### config.mk
export PLATFORM = sky130hd
export DESIGN_NAME = regfile_writeback_unit
export DESIGN_NICKNAME = d
export VERILOG_FILES = /design/src/rtl/regfile_writeback_unit.sv
export SDC_FILE = /design/constraint.sdc
export NUM_CORES = 1
export LEC_CHECK = 0
export ABC_AREA = 1
export BUFFER_PORTS_ARGS = -buffer_cell sky130_fd_sc_hd__buf_2
export CAP_MARGIN = 0
export CORE_UTILIZATION = 50
export DETAILED_ROUTE_END_ITERATION = 7
export PLACE_DENSITY = 0.72
export SLEW_MARGIN = 20
export SYNTH_ARGS = -nofsm -noshare
export SYNTH_HDL_FRONTEND = slang
export SYNTH_SLANG_ARGS = --single-unit
### constraint.sdc
create_clock -name clk -period 4.3 [get_ports clk]
set_clock_uncertainty 0.15 [all_clocks]
set_input_delay 0.645 -clock clk [delete_from_list [all_inputs] [get_ports clk]]
set_output_delay 0.645 -clock clk [all_outputs]
set_load 0.01 [all_outputs]
### src/rtl/regfile_writeback_unit.sv
// Write-side front end for the register file: merges ALU and load results into
// an in-order FIFO and drains it through the single registered write port.
module regfile_writeback_unit #(
  parameter int DATA_WIDTH = 32,
  parameter int ADDR_WIDTH = 5,
  parameter int FIFO_DEPTH = 4,
  parameter int DISCARD_R0 = 1
) (
  input  logic                      clk,
  input  logic                      rst_n,
  input  logic                      alu_valid,
  output logic                      alu_ready,
  input  logic [ADDR_WIDTH-1:0]     alu_rd,
  input  logic [DATA_WIDTH-1:0]     alu_data,
  input  logic                      mem_valid,
  output logic                      mem_ready,
  input  logic [ADDR_WIDTH-1:0]     mem_rd,
  input  logic [DATA_WIDTH-1:0]     mem_data,
  input  logic                      rf_stall,
  output logic                      rf_we,
  output logic [ADDR_WIDTH-1:0]     rf_waddr,
  output logic [DATA_WIDTH-1:0]     rf_wdata,
  output logic [(1<<ADDR_WIDTH)-1:0] pending_mask,
  output logic [$clog2(FIFO_DEPTH):0] fifo_count
);

  localparam int PTR_W = $clog2(FIFO_DEPTH);
  localparam int CNT_W = PTR_W + 1;
  localparam int NUM_REGS = 1 << ADDR_WIDTH;
  localparam logic [CNT_W-1:0] DEPTH_C = CNT_W'(FIFO_DEPTH);

  logic [ADDR_WIDTH-1:0] fifo_rd   [FIFO_DEPTH];
  logic [DATA_WIDTH-1:0] fifo_data [FIFO_DEPTH];
  logic [PTR_W-1:0]      wptr;
  logic [PTR_W-1:0]      rptr;
  logic [CNT_W-1:0]      count;

  logic                  not_full;
  logic                  mem_fire;
  logic                  alu_fire;
  logic [ADDR_WIDTH-1:0] in_rd;
  logic [DATA_WIDTH-1:0] in_data;
  logic                  drop_r0;
  logic                  push;
  logic                  pop;
  logic [PTR_W-1:0]      idx;
  logic [NUM_REGS-1:0]   mask;

  // Readiness looks only at the registered count, so rf_stall never reaches ready.
  assign not_full  = (count < DEPTH_C);
  assign mem_ready = rst_n && not_full;
  assign alu_ready = rst_n && not_full && !mem_valid;

  assign mem_fire = mem_valid && mem_ready;
  assign alu_fire = alu_valid && alu_ready;
  assign in_rd    = mem_fire ? mem_rd   : alu_rd;
  assign in_data  = mem_fire ? mem_data : alu_data;
  assign drop_r0  = (DISCARD_R0 != 0) && (in_rd == '0);
  assign push     = (mem_fire || alu_fire) && !drop_r0;
  assign pop      = (count != '0) && !rf_stall;

  always_ff @(posedge clk) begin
    if (push) begin
      fifo_rd[wptr]   <= in_rd;
      fifo_data[wptr] <= in_data;
    end
  end

  always_ff @(posedge clk) begin
    if (!rst_n) begin
      wptr     <= '0;
      rptr     <= '0;
      count    <= '0;
      rf_we    <= 1'b0;
      rf_waddr <= '0;
      rf_wdata <= '0;
    end else begin
      if (push) begin
        wptr <= wptr + 1'b1;
      end
      if (pop) begin
        rf_we    <= 1'b1;
        rf_waddr <= fifo_rd[rptr];
        rf_wdata <= fifo_data[rptr];
        rptr     <= rptr + 1'b1;
      end else begin
        rf_we <= 1'b0;
      end
      case ({push, pop})
        2'b10:   count <= count + CNT_W'(1);
        2'b01:   count <= count - CNT_W'(1);
        default: count <= count;
      endcase
    end
  end

  // Only the count entries starting at rptr are live; stale slots are ignored.
  always_comb begin
    mask = '0;
    idx  = '0;
    for (int i = 0; i < FIFO_DEPTH; i++) begin
      idx = rptr + PTR_W'(i);
      if (CNT_W'(i) < count) begin
        mask[fifo_rd[idx]] = 1'b1;
      end
    end
    if (rf_we) begin
      mask[rf_waddr] = 1'b1;
    end
  end

  assign pending_mask = mask;
  assign fifo_count   = count;

endmodule
==> flow_summary_export.csv, run 1 <==
group,metric,value,unit
worst_hold_path,whs_path_depth,2,
clock_network,cts_made_buffers,17,
global_routing,antenna_found_initial,0,
worst_setup_path,cp_max_fo,39,
clock_network,holdBufCountCts,0,
global_routing,grt_pass1_vias,7599,
worst_setup_path,crit_chain,"inv_2, nor2_8, nand2_1, nand3_1, nand3_2, nor2_1, nor2_1, nand2_1, buf_2",
worst_setup_path,regToRegStartpoint,"fifo_count[2]",
clock_network,tritoncts,"done",
worst_setup_path,required,3.50,ns
worst_setup_path,start_kind,"flip-flop",
global_routing,grt_overflow,0,
detailed_routing,dr.pass1.iters,5,
cells_and_area,area_growth,16.36,%
synthesis,syn_area,9737,um^2
timing,finalSetupViolCount,0,
worst_setup_path,endpoint,"pending_mask[2]",
clock_network,cts_root_buffer,"clkbuf_16",
detailed_routing,drt_iter0_markers,781,
placement,placedInstanceArea,10740,um^2
worst_setup_path,path_delay_family,"simple AND/OR/NAND/NOR gates",
worst_setup_path,crit_slowest_cell,"nor2_8",
worst_setup_path,r2r_cells,9,
synthesis,syn_nets,1161,
timing,slew_violations,0,
synthesis,synth_edf_count,148,
worst_setup_path,reg2reg_to,"fifo_data[2][11]",
synthesis,ys_types,30,
timing,hold_viol_final,0,
synthesis,syn-mean-instance-area,9.066,um^2
power,irDropWorstVdd,0.3131,mV
placement,hpwl,17.17,mm
detailed_routing,ant_nets,0,
detailed_routing,wl,25.84,mm
worst_setup_path,end_kind,"output port",
cells_and_area,drive_gt1_share,22.48,%
clock_network,post_cts_resized,0,
timing,fmax,0.2695,GHz
synthesis,netlist_instances,1074,
clock_network,cts_setup_buffers,0,
placement,routabilityCongestion,0.9364,
synthesis,synth_area_leaders,"edfxtp_1 46%, nand2_1 11%, dfxtp_1 9.7%",
power,power.density,574.8,nW/um^2
timing,period_minus_slack,3.711,ns
detailed_routing,drc,0,
detailed_routing,num_vias,8181,
timing,tns,0,ns
flow_run,cap_viol_max_count,0,
worst_setup_path,critPathMaxStageDelay,0.63,ns
global_routing,grt_max_degree,57,
synthesis,netlist.area_leader.share,45.64,%
die,core,18890,um^2
synthesis,synthArstFlopShare,0,%
detailed_routing,vias_per_cell,5.498,
worst_setup_path,worst-setup-path-type,"reg -> out",
detailed_routing,detail_route.wl_per_cell,17.37,um
synthesis,synth-main-ff-cell,"edfxtp_1",
timing,rsz0062_at_grt,"false",
clock_network,cts_sinks,195,
clock_network,clkSlewWorstSetupHoldPaths,0.07,ns
cells_and_area,final_cell_count_no_fill,1488,
worst_setup_path,cp_num_cells,9,
worst_setup_path,critPathArrivalTime,2.92,ns
clock_network,cts_buffer_depth,2,
die,rows,50,
clock_network,clk_latency,0.43,ns
timing,worst_pin_slew,0.9522,ns
worst_setup_path,critical_path.startpoint,"rptr[1]",
synthesis,yosys_register_bits,195,
cells_and_area,layout.nets,1302,
cells_and_area,final_area,11330,um^2
timing,period_share,86.30,%
power,p_leak,4.655,nW
status,status,"finished, final reports clean",
synthesis,yosys_warnings,0,
synthesis,synth_largest_area_cell,"edfxtp_1",
worst_setup_path,r2r_slack,1.16,ns
synthesis,yosysSeqAreaShare,55.31,%
global_routing,grtUsageTotal,26.67,%
cells_and_area,num_antenna_cells,0,
global_routing,grt_pass1_wl,40.68,mm
die,die-area,20040,um^2
placement,place_inst,1456,
timing,slew_headroom,36.03,%
worst_hold_path,hold_path_class,"reg -> reg",
die,initial_core_util,51.54,%
die,die_y,141.6,um
worst_setup_path,cp.buffers_inverters,2,
clock_network,htreeDepth,4,
placement,port_buffers,153,
die,die_x,141.6,um
die,io_pins,154,
-- metrics by stage --
step	util, %	total power [mW]	setup WS (ns)	hold WS [ns]
6_report	59.97	6.512	0.5892	0.3953
5_1_grt	59.97	6.897	0.3143	0.4059
4_1_cts	59.97	6.505	0.5896	0.3885
3_5_place_dp	56.87	4.972	1.061	0.3800
3_3_place_gp	56.87	4.930	1.098	0.3681
2_1_floorplan	-	4.240	0.4977	0.3533
-- metal layers --
metal  part of all wire, %  GRT usage [%]  routed length, um  up-vias
met1                    44          36.10              11440     3870
met2                    48          44.26              12490      303
met5                     0              0                  0        -
met4                   1.6          8.093                415        0
met3                   5.8          4.219               1503       30
li1                      -              -                  -     3978
-- worst min-delay path by stage --
stage                                 from                to  slack, ns
after floorplan                    wptr[1]           wptr[1]       0.35
after global placement    fifo_data[0][15]      rf_wdata[15]       0.37
after detailed placement   fifo_data[0][0]       rf_wdata[0]       0.38
after CTS                     alu_data[30]  fifo_data[3][30]       0.39
after global routing              rf_stall       rf_waddr[3]       0.41
final                      fifo_data[0][2]       rf_wdata[2]       0.40
-- Yosys cell counts (2+ instances only) --
| cell type | number |
|---|---|
| xor2_1 | 2 |
| a31oi_1 | 26 |
| a21oi_1 | 13 |
| edfxtp_1 | 148 |
| ha_1 | 8 |
| clkbuf_1 | 17 |
| nor3_1 | 13 |
| o21ai_2 | 10 |
| inv_2 | 7 |
| nor2_1 | 188 |
| buf_6 | 6 |
| nor2_2 | 6 |
| nand2_1 | 296 |
| nand2_4 | 3 |
| nand4_1 | 3 |
| o21ai_0 | 51 |
| a41oi_1 | 19 |
| o21ai_1 | 10 |
| mux2_2 | 32 |
| buf_4 | 3 |
| a22oi_1 | 32 |
| nand3_1 | 61 |
| dfxtp_1 | 47 |
| inv_1 | 39 |
| nand3_2 | 13 |
| buf_2 | 12 |
| buf_1 | 6 |
-- final cells by class --
| type | instances | area, um^2 |
|---|---|---|
| Clock buffer | 18 | 429.2 |
| Sequential cell | 195 | 5386 |
| Multi-Input combinational cell | 788 | 3980 |
| Timing Repair Buffer | 166 | 875.8 |
| Inverter | 47 | 176.4 |
| Fill cell | 1657 | 7564 |
| Clock inverter | 14 | 156.4 |
| Tap cell | 260 | 325.3 |
-- worst register-to-register path: cells and delay by family (launching register included) --
kind	cells	cell delay, ns
AND/OR/NAND/NOR	7	1.56
flip-flops	1	0.64
buffers and inverters	2	0.48
-- cell usage in the layout (no fill, tap or decap), drive strengths merged, types with 3 or more instances in the layout --
master / instances
nand2: 300
nor2: 195
buf: 166
edfxtp: 148
nand3: 74
o21ai: 71
inv: 52
dfxtp: 47
mux2: 32
a22oi: 32
a31oi: 26
a41oi: 19
clkbuf: 18
nor3: 13
a21oi: 13
ha: 8
clkinv: 8
nand4: 3
-- power by group --
part / switching (mW) / internal (mW) / leakage (nW)
logic: 1.71 / 0.708 / 2.63
registers: 0.214 / 2.34 / 1.74
clock network: 0.763 / 0.779 / 0.281
-- cells by family (layout without fill, tap and decap cells) --
family	Yosys count	in the layout	synth area share (%)
multiplexers	32	32	3.701
adder cells (fa/ha/maj)	8	8	1.028
flip-flops	195	195	55.31
AO/OA/AOI/OAI	161	161	10.55
buffers and inverters	91	245	4.240
AND/OR/NAND/NOR	585	585	24.99
XOR/XNOR	2	2	0.1799
-- flip-flops by register name, summed over array words and instances (netlist names), named ones only --
name,flops
fifo_rd,20
fifo_count,3
rf_waddr,5
rf_we,1
wptr,2
rf_wdata,32
fifo_data,128
rptr,2
Note: power is estimated with default switching activity, not from simulation.
==> run 2, diff against run 1 <==
Settings changed: CORE_UTILIZATION 50 to 45, PLACE_DENSITY 0.72 to 0.66.
==> run 2 against run 1 <==
  * Global-route usage shrank 2.1 points
  * Utilization shrank 6.1 points
  * Critical path type unchanged
  * Critical endpoint is now pending_mask[20]
  * Via count shrank 0.87%
  * Final area grew 0.30%
  * Count of clock-buffer cells in the layout grew 2
==> flow_summary_export.csv, run 2 (synthesized netlist as in run 1, its figures left out) <==
group,metric,value,unit
cells_and_area,layout.nets,1301,
detailed_routing,drc,0,
die,rows,53,
clock_network,cts_sinks,195,
clock_network,cts_root_buffer,"clkbuf_16",
power,p_int,3.920,mW
clock_network,htreeDepth,4,
worst_hold_path,hold_start,"fifo_data[0][0]",
power,irDropWorstVdd,0.3289,mV
die,io_pins,154,
global_routing,antenna_found_initial,0,
power,power.density,579.3,nW/um^2
worst_setup_path,end_kind,"output port",
power,clkPwrFrac,24.4,%
placement,routabilityCongestion,0.9338,
power,pwr-share-comb,36.6,%
timing,slew_violations,0,
detailed_routing,ant_nets,0,
global_routing,gr-usage-met1,33.91,%
placement,place_inst,1470,
placement,port_buffers,153,
cells_and_area,top_regs,"fifo_data: 128 flops, rf_wdata: 32 flops, fifo_rd: 20 flops",
die,die_y,149.1,um
worst_setup_path,r2r_slack,1.22,ns
worst_setup_path,r2r_cells,9,
worst_setup_path,regToRegStartpoint,"fifo_count[2]",
cells_and_area,area_growth,16.71,%
die,die_x,149.1,um
power,pwr-share-seq,39.0,%
timing,hold_viol_final,0,
global_routing,grt_use_met3,4.648,%
global_routing,busiest_layer,"met2",
cells_and_area,num_antenna_cells,0,
global_routing,grt_max_degree,53,
timing,period_minus_slack,3.786,ns
detailed_routing,wl,26.74,mm
global_routing,grt_overflow,0,
cells_and_area,final_cell_count_no_fill,1502,
status,status,"finished, final reports clean",
global_routing,grtUsageTotal,24.55,%
detailed_routing,dr.pass1.iters,5,
timing,slew_headroom,33.50,%
clock_network,clk_latency,0.44,ns
clock_network,tritoncts,"done",
power,netSwitchingPower,2.663,mW
worst_hold_path,holdPathEnd,"rf_wdata[0]",
worst_setup_path,critPathArrivalTime,2.99,ns
clock_network,holdBufCountCts,0,
detailed_routing,vias_per_cell,5.399,
placement,pre_cts_ws,0.9331,ns
worst_setup_path,cp_max_fo,40,
die,die-area,22230,um^2
clock_network,cts_buffer_depth,2,
cells_and_area,final_common_cell,"nand2_1",
detailed_routing,drt_iter0_markers,642,
cells_and_area,layout.cells.most_common_list,"296 x nand2_1, 184 x nor2_1, 153 x buf_2, 148 x edfxtp_1, 61 x nand3_1",
power,switching_share,40.45,%
die,initial_core_util,46.17,%
worst_hold_path,hold_path_class,"reg -> reg",
timing,tns,0,ns
timing,rsz0062_at_grt,"false",
timing,layout_setup_ws,0.5141,ns
timing,finalSetupViolCount,0,
worst_setup_path,reg2reg_to,"fifo_data[2][19]",
worst_hold_path,whs_path_depth,2,
cells_and_area,largest_reg_flops,128,
clock_network,cts_made_buffers,17,
timing,worst_pin_slew,0.9898,ns
clock_network,clkSlewWorstSetupHoldPaths,0.07,ns
global_routing,grt_pass1_wl,41.28,mm
placement,hpwl,18.38,mm
flow_run,cap_viol_max_count,0,
worst_setup_path,worst-setup-path-type,"reg -> out",
clock_network,post_cts_resized,0,
clock_network,cts_setup_buffers,0,
power,p_leak,4.660,nW
global_routing,grt_pass1_vias,7521,
global_routing,grt_use_met2,39.65,%
detailed_routing,num_vias,8110,
timing,period_share,88.04,%
timing,fmax,0.2641,GHz
worst_setup_path,required,3.50,ns
cells_and_area,drive_gt1_share,22.41,%
cells_and_area,largest-register,"fifo_data",
die,core,21090,um^2
detailed_routing,detail_route.wl_per_cell,17.80,um
cells_and_area,fillers,1949,
worst_setup_path,start_kind,"flip-flop",
==> run 2: cell count changes in the layout (fill, tap and decap cells not counted), sizes merged <==
cell	previous run	this run
buf	166	165
bufinv	0	1
clkbuf	18	20
clkinv	8	5
clkinvlp	1	2
inv	52	51
==> run 2: stage by stage <==
stage               util (%)  instance area [um^2]  power [mW]  hold WS (ns)
floorplan                  -                  9737       4.240        0.3533
global placement       51.00                 10760       4.958        0.3686
detailed placement     51.00                 10760       5.001        0.3782
CTS                    53.89                 11360       6.593        0.3887
global route           53.89                 11360       6.970        0.4048
finish                 53.89                 11360       6.583        0.3883
==> run 2: final cells by class <==
class                   instances  area [um^2]  share of cell area [%]
flip-flops and latches        195         5386                   47.40
inverters                      47        176.4                   1.553
well taps                     275        344.1                   3.028
clock inverters                12        140.1                   1.233
repair buffers                165        868.3                   7.641
clock buffers                  20        467.9                   4.118
multi-input cells             788         3980                   35.03
==> run 2: worst max path at each step <==
| stage | to | start |
|---|---|---|
| final | pending_mask[20] | rptr[0] |
| after global routing | pending_mask[20] | rptr[0] |
| after CTS | pending_mask[20] | rptr[0] |
| after detailed placement | fifo_data[2][31] | rst_n |
| after global placement | fifo_data[2][12] | rst_n |
| after floorplan | fifo_data[0][0] | rst_n |
==> run 2: critical path, stage by stage, from the launching register on <==
cell	delay, ns
dfxtp_2	0.89
inv_2	0.26
nand2_1	0.19
nand2_4	0.18
o21ai_1	0.35
nand3_1	0.27
nor2_1	0.16
nor2_1	0.05
nand2_1	0.06
buf_2	0.13
==> run 2: metal layers <==
| layer | vias to the layer above | share of wire (%) | routed length [um] |
|---|---|---|---|
| li1 | 3984 | - | - |
| met1 | 3804 | 44 | 11750 |
| met2 | 304 | 48 | 12880 |
| met3 | 18 | 6.9 | 1850 |
| met4 | 0 | 0.99 | 265 |
| met5 | - | 0 | 0 |
==> run 2: power by group through the flow <==
| stage | Combinational, mW | Sequential (mW) | Clock (mW) |
|---|---|---|---|
| floorplan | 1.68 | 2.56 | 0 |
| global placement | 2.36 | 2.60 | 0 |
| detailed placement | 2.40 | 2.60 | 0 |
| CTS | 2.40 | 2.57 | 1.62 |
| global route | 2.67 | 2.60 | 1.70 |
| finish | 2.41 | 2.57 | 1.61 |
